### config.mk
export PLATFORM = sky130hd
export DESIGN_NAME = serial_sub_ctrl
export DESIGN_NICKNAME = d
export VERILOG_FILES = /design/src/rtl/serial_sub_ctrl.sv
export SDC_FILE = /design/constraint.sdc
export NUM_CORES = 1
export LEC_CHECK = 0
export CAP_MARGIN = 20
export CORE_MARGIN = 2
export CORE_UTILIZATION = 50
export DETAILED_ROUTE_END_ITERATION = 7
export GPL_TIMING_DRIVEN = 0
export PLACE_DENSITY = 0.85
export SLEW_MARGIN = 30
export SYNTH_ARGS = -nofsm -noshare
export SYNTH_HDL_FRONTEND = slang
export SYNTH_SLANG_ARGS = --single-unit
### constraint.sdc
create_clock -name clk -period 1.5 [get_ports clk]
set_input_delay 0.375 -clock clk [delete_from_list [all_inputs] [get_ports clk]]
set_output_delay 0.375 -clock clk [all_outputs]
set_load 0.01 [all_outputs]
### src/rtl/serial_sub_ctrl.sv
// Bit-serial subtraction sequencer: computes a - b LSB first, one bit pair per cycle,
// through a two-stage half-subtractor cell with a registered borrow chain.
module serial_sub_ctrl #(
    parameter int unsigned WIDTH = 8
) (
    input  logic             clk,
    input  logic             rst_n,
    input  logic             start,
    input  logic [WIDTH-1:0] a,
    input  logic [WIDTH-1:0] b,
    output logic             busy,
    output logic             done,
    output logic [WIDTH-1:0] diff,
    output logic             borrow_out,
    output logic             zero
);

    localparam int unsigned   CW   = $clog2(WIDTH);
    localparam logic [CW-1:0] LAST = CW'(WIDTH - 1);

    typedef enum logic [1:0] {
        IDLE = 2'd0,
        RUN  = 2'd1,
        DONE = 2'd2
    } state_t;

    state_t           state_q, state_d;
    logic [WIDTH-1:0] sa_q, sa_d;
    logic [WIDTH-1:0] sb_q, sb_d;
    logic [WIDTH-1:0] sd_q, sd_d;
    logic             br_q, br_d;
    logic [CW-1:0]    cnt_q, cnt_d;
    logic [WIDTH-1:0] diff_q, diff_d;
    logic             borrow_q, borrow_d;
    logic             zero_q, zero_d;
    logic             busy_q, busy_d;
    logic             done_q, done_d;

    logic             a0, b0, t, g, d, p, br_next;
    logic [WIDTH-1:0] sd_shift;

    // Shared subtract cell: half subtractor on the operand bits, then on (t, borrow).
    always_comb begin
        a0       = sa_q[0];
        b0       = sb_q[0];
        t        = a0 ^ b0;
        g        = ~a0 & b0;
        d        = t ^ br_q;
        p        = ~t & br_q;
        br_next  = g | p;
        sd_shift = (sd_q >> 1) | {d, {(WIDTH-1){1'b0}}};
    end

    always_comb begin
        state_d  = state_q;
        sa_d     = sa_q;
        sb_d     = sb_q;
        sd_d     = sd_q;
        br_d     = br_q;
        cnt_d    = cnt_q;
        diff_d   = diff_q;
        borrow_d = borrow_q;
        zero_d   = zero_q;

        unique case (state_q)
            IDLE: begin
                if (start) begin
                    sa_d    = a;
                    sb_d    = b;
                    sd_d    = '0;
                    br_d    = 1'b0;
                    cnt_d   = '0;
                    state_d = RUN;
                end
            end
            RUN: begin
                sa_d  = sa_q >> 1;
                sb_d  = sb_q >> 1;
                sd_d  = sd_shift;
                br_d  = br_next;
                cnt_d = cnt_q + CW'(1);
                // Result registers take the fully shifted value, including this bit.
                if (cnt_q == LAST) begin
                    diff_d   = sd_shift;
                    borrow_d = br_next;
                    zero_d   = (sd_shift == '0);
                    state_d  = DONE;
                end
            end
            DONE: begin
                state_d = IDLE;
            end
            default: begin
                state_d = IDLE;
            end
        endcase

        busy_d = (state_d != IDLE);
        done_d = (state_d == DONE);
    end

    always_ff @(posedge clk) begin
        if (!rst_n) begin
            state_q  <= IDLE;
            sa_q     <= '0;
            sb_q     <= '0;
            sd_q     <= '0;
            br_q     <= 1'b0;
            cnt_q    <= '0;
            diff_q   <= '0;
            borrow_q <= 1'b0;
            zero_q   <= 1'b1;
            busy_q   <= 1'b0;
            done_q   <= 1'b0;
        end else begin
            state_q  <= state_d;
            sa_q     <= sa_d;
            sb_q     <= sb_d;
            sd_q     <= sd_d;
            br_q     <= br_d;
            cnt_q    <= cnt_d;
            diff_q   <= diff_d;
            borrow_q <= borrow_d;
            zero_q   <= zero_d;
            busy_q   <= busy_d;
            done_q   <= done_d;
        end
    end

    assign busy       = busy_q;
    assign done       = done_q;
    assign diff       = diff_q;
    assign borrow_out = borrow_q;
    assign zero       = zero_q;

endmodule

==> reports/metrics.cfg <==
[clocking]
cts_tree = built
clk_pin_slew_worst_paths_ns = 0.11
clock_latency_ns = 0.35
post_cts_resized = 12
ctsHoldBuffers = 0
numCtsBuffers = 5
htree_levels = 2
clockRootBuffer = clkbuf_4
cts.sinks = 41
post_cts_buffers = 0
cts_buffer_depth = 2

[die]
core_um2 = 3028
start_util_pct = 52.19
rows = 20
dieHeight_um = 60.22
die_w_um = 60.22
dieArea_um2 = 3626
boundaryPins = 31

[critical_path]
cpPeakStageDelay_ns = 0.36
worst_setup_path_start_kind = flip-flop
crit_fanout = 11
critPathTopFamily = simple AND/OR/NAND/NOR gates
cp_data_required_time_ns = 1.78
crit_type = reg2reg
end_kind = flip-flop
critPathBufInv = 0
arrival_ns = 1.68
cpMostUsedCell = ha_1
slowest_stage = dfxtp_1
crit_path_cell_trace = ha_1, ha_1, and3b_2, nor2_1, a211oi_2

[finish]
layout.nets = 243
area_growth_pct = 28.27
diodes = 0
drive_above_1_share_pct = 10.36

[timing]
slew_violations = 0
finalSetupViolCount = 0
clock.fmax_mhz = 714.2
max-slew-margin-rel_pct = 70.82
worst_slack_ns = 0.09988
hold_viol_final = 0
max_slew.worst_pin.slew_ns = 0.4377
min_period_over_period_pct = 93.34
skew_ns = 0.006025
min_period_ns = 1.400

[drt]
wl_mm = 3.238
first_pass_iters = 4
ant_nets = 0
drt_iter0_drc = 68
avgViaCountPerCell = 5.207
wl_per_cell_um = 12.17
drc = 0
route.vias.total = 1385

[yosys]
synth_seq_cells = 41
synth_flop_cell = dfxtp_1
yosysWarnings = 0
yosys.area.top_type = dfxtp_1
synth_nets = 207
async_flop_share_pct = 0
ys_types = 28
synth_top_area_share_pct = 51.94
netlist_area_um2 = 1580
syn-mean-instance-area_um2 = 8.542
synth_area_leaders = dfxtp_1 52%, nand2_1 10%, a22oi_1 5.2%
syn_inst = 185
synth-edff-count = 0
synth-seq-area-share_pct = 51.94

[grt]
track_usage_pct = 20.26
grt_overflow = 0
grt_max_degree = 13
grt_pass1_vias = 1231
grt_pass1_wl_mm = 5.388
antenna_found_initial = 0

[placement]
io_buffer_count = 30
dp_slack_ns = -0.3453
hpwl_mm = 2.231
place_congestion = 0.8358

[power_and_ir_drop]
vdd_ir_drop_max_v = 0.0006523
p_leak_uw = 0.0008019
p_per_area_nw_per_um2 = 1049
finalPower_uw = 2127

[worst_hold_path]
min_path_type = reg2reg

[run]
drv_cap = 0

[status]
outcome = finished clean

-- logic make-up (layout without fill, tap and decap cells) --
logic type,after synthesis,count (layout),synth area share (%)
compound gates,50,50,19.32
fa+ha+maj,3,3,2.850
buf+inv,15,52,4.909
flops,41,41,51.94
mux,1,1,0.6334
simple gates,75,75,20.35
-- per-layer routing --
layer	global-route usage, %	up-vias	wire, µm
li1	-	714	-
met1	27.49	624	1504
met2	29.97	42	1476
met3	4.113	5	200
met4	11.11	0	57
met5	0	-	0
-- cell usage after synthesis (2+ instances only) --
| master | instances |
|---|---|
| a22oi_1 | 11 |
| ha_1 | 2 |
| nand2b_1 | 3 |
| nand2_1 | 43 |
| nor3_1 | 2 |
| inv_1 | 2 |
| buf_4 | 4 |
| nor2b_1 | 2 |
| a21oi_1 | 9 |
| nor4_1 | 2 |
| nand3_1 | 2 |
| clkbuf_1 | 2 |
| a211oi_1 | 2 |
| a31oi_1 | 13 |
| o21ai_0 | 13 |
| nor2_1 | 17 |
| dfxtp_1 | 41 |
| buf_2 | 5 |
-- where the power goes --
part / leakage, µW / internal [µW] / switching, µW / total [µW]
clock network: 0.0000455 / 398 / 348 / 745
logic: 0.000422 / 110 / 113 / 224
registers: 0.000335 / 1130 / 25.7 / 1160
total: 0.000802 / 1640 / 486 / 2130
-- worst paths after layout --
path,slack [ns],startpoint,cells past startpoint,to
setup / recovery,0.1,cnt_q[0],5,borrow_out
setup reg to reg,0.1,cnt_q[0],5,borrow_out
hold / removal,0.46,diff[5],2,diff[5]
hold reg to reg,0.46,diff[5],2,diff[5]
-- flip-flops by register name, summed over array words and instances (netlist names) --
register	flops
cnt_q	3
diff	8
br_q	1
borrow_out	1
busy	1
done	1
sd_q	7
zero	1
state_q	2
sb_q	8
sa_q	8
-- cell usage in the layout, fill, tap and decap left out, drive strengths merged, types with 3 or more instances in the layout --
cell           instances
dlygate4sd2           12
a22oi                 11
clkdlybuf4s50         18
a21oi                  9
dfxtp                 41
nand2b                 3
clkbuf                11
o21ai                 13
a31oi                 13
nor2                  17
nand2                 43
buf                    7
-- stage by stage --
step | cells | utilization [%] | instance area (µm²) | TNS [ns] | hold WS, ns
global route | 266 | 66.94 | 2027 | -0.03663 | 0.4753
global placement | 259 | 63.93 | 1936 | -8.234 | 0.4434
finish | 266 | 66.94 | 2027 | 0 | 0.4598
floorplan | 185 | - | 1580 | 0 | 0.4426
detailed placement | 259 | 63.93 | 1936 | -8.922 | 0.4489
CTS | 267 | 66.24 | 2006 | 0 | 0.4622
-- area by class of cell --
class	count	area (µm²)
fill	241	1001
sequential	41	820.8
multi-input combinational	129	700.7
timing repair buffer	30	285.3
buffer	11	65.06
clock buffer	7	55.05
tap	44	55.05
clock inverter	1	30.03
inverter	3	15.01
-- worst reg2reg max path, stage by stage, from the launching register on --
cell,delay [ns]
dfxtp_1,0.36
ha_1,0.17
ha_1,0.19
and3b_2,0.34
nor2_1,0.08
a211oi_2,0.20
Power figures use the tool's default switching activity.
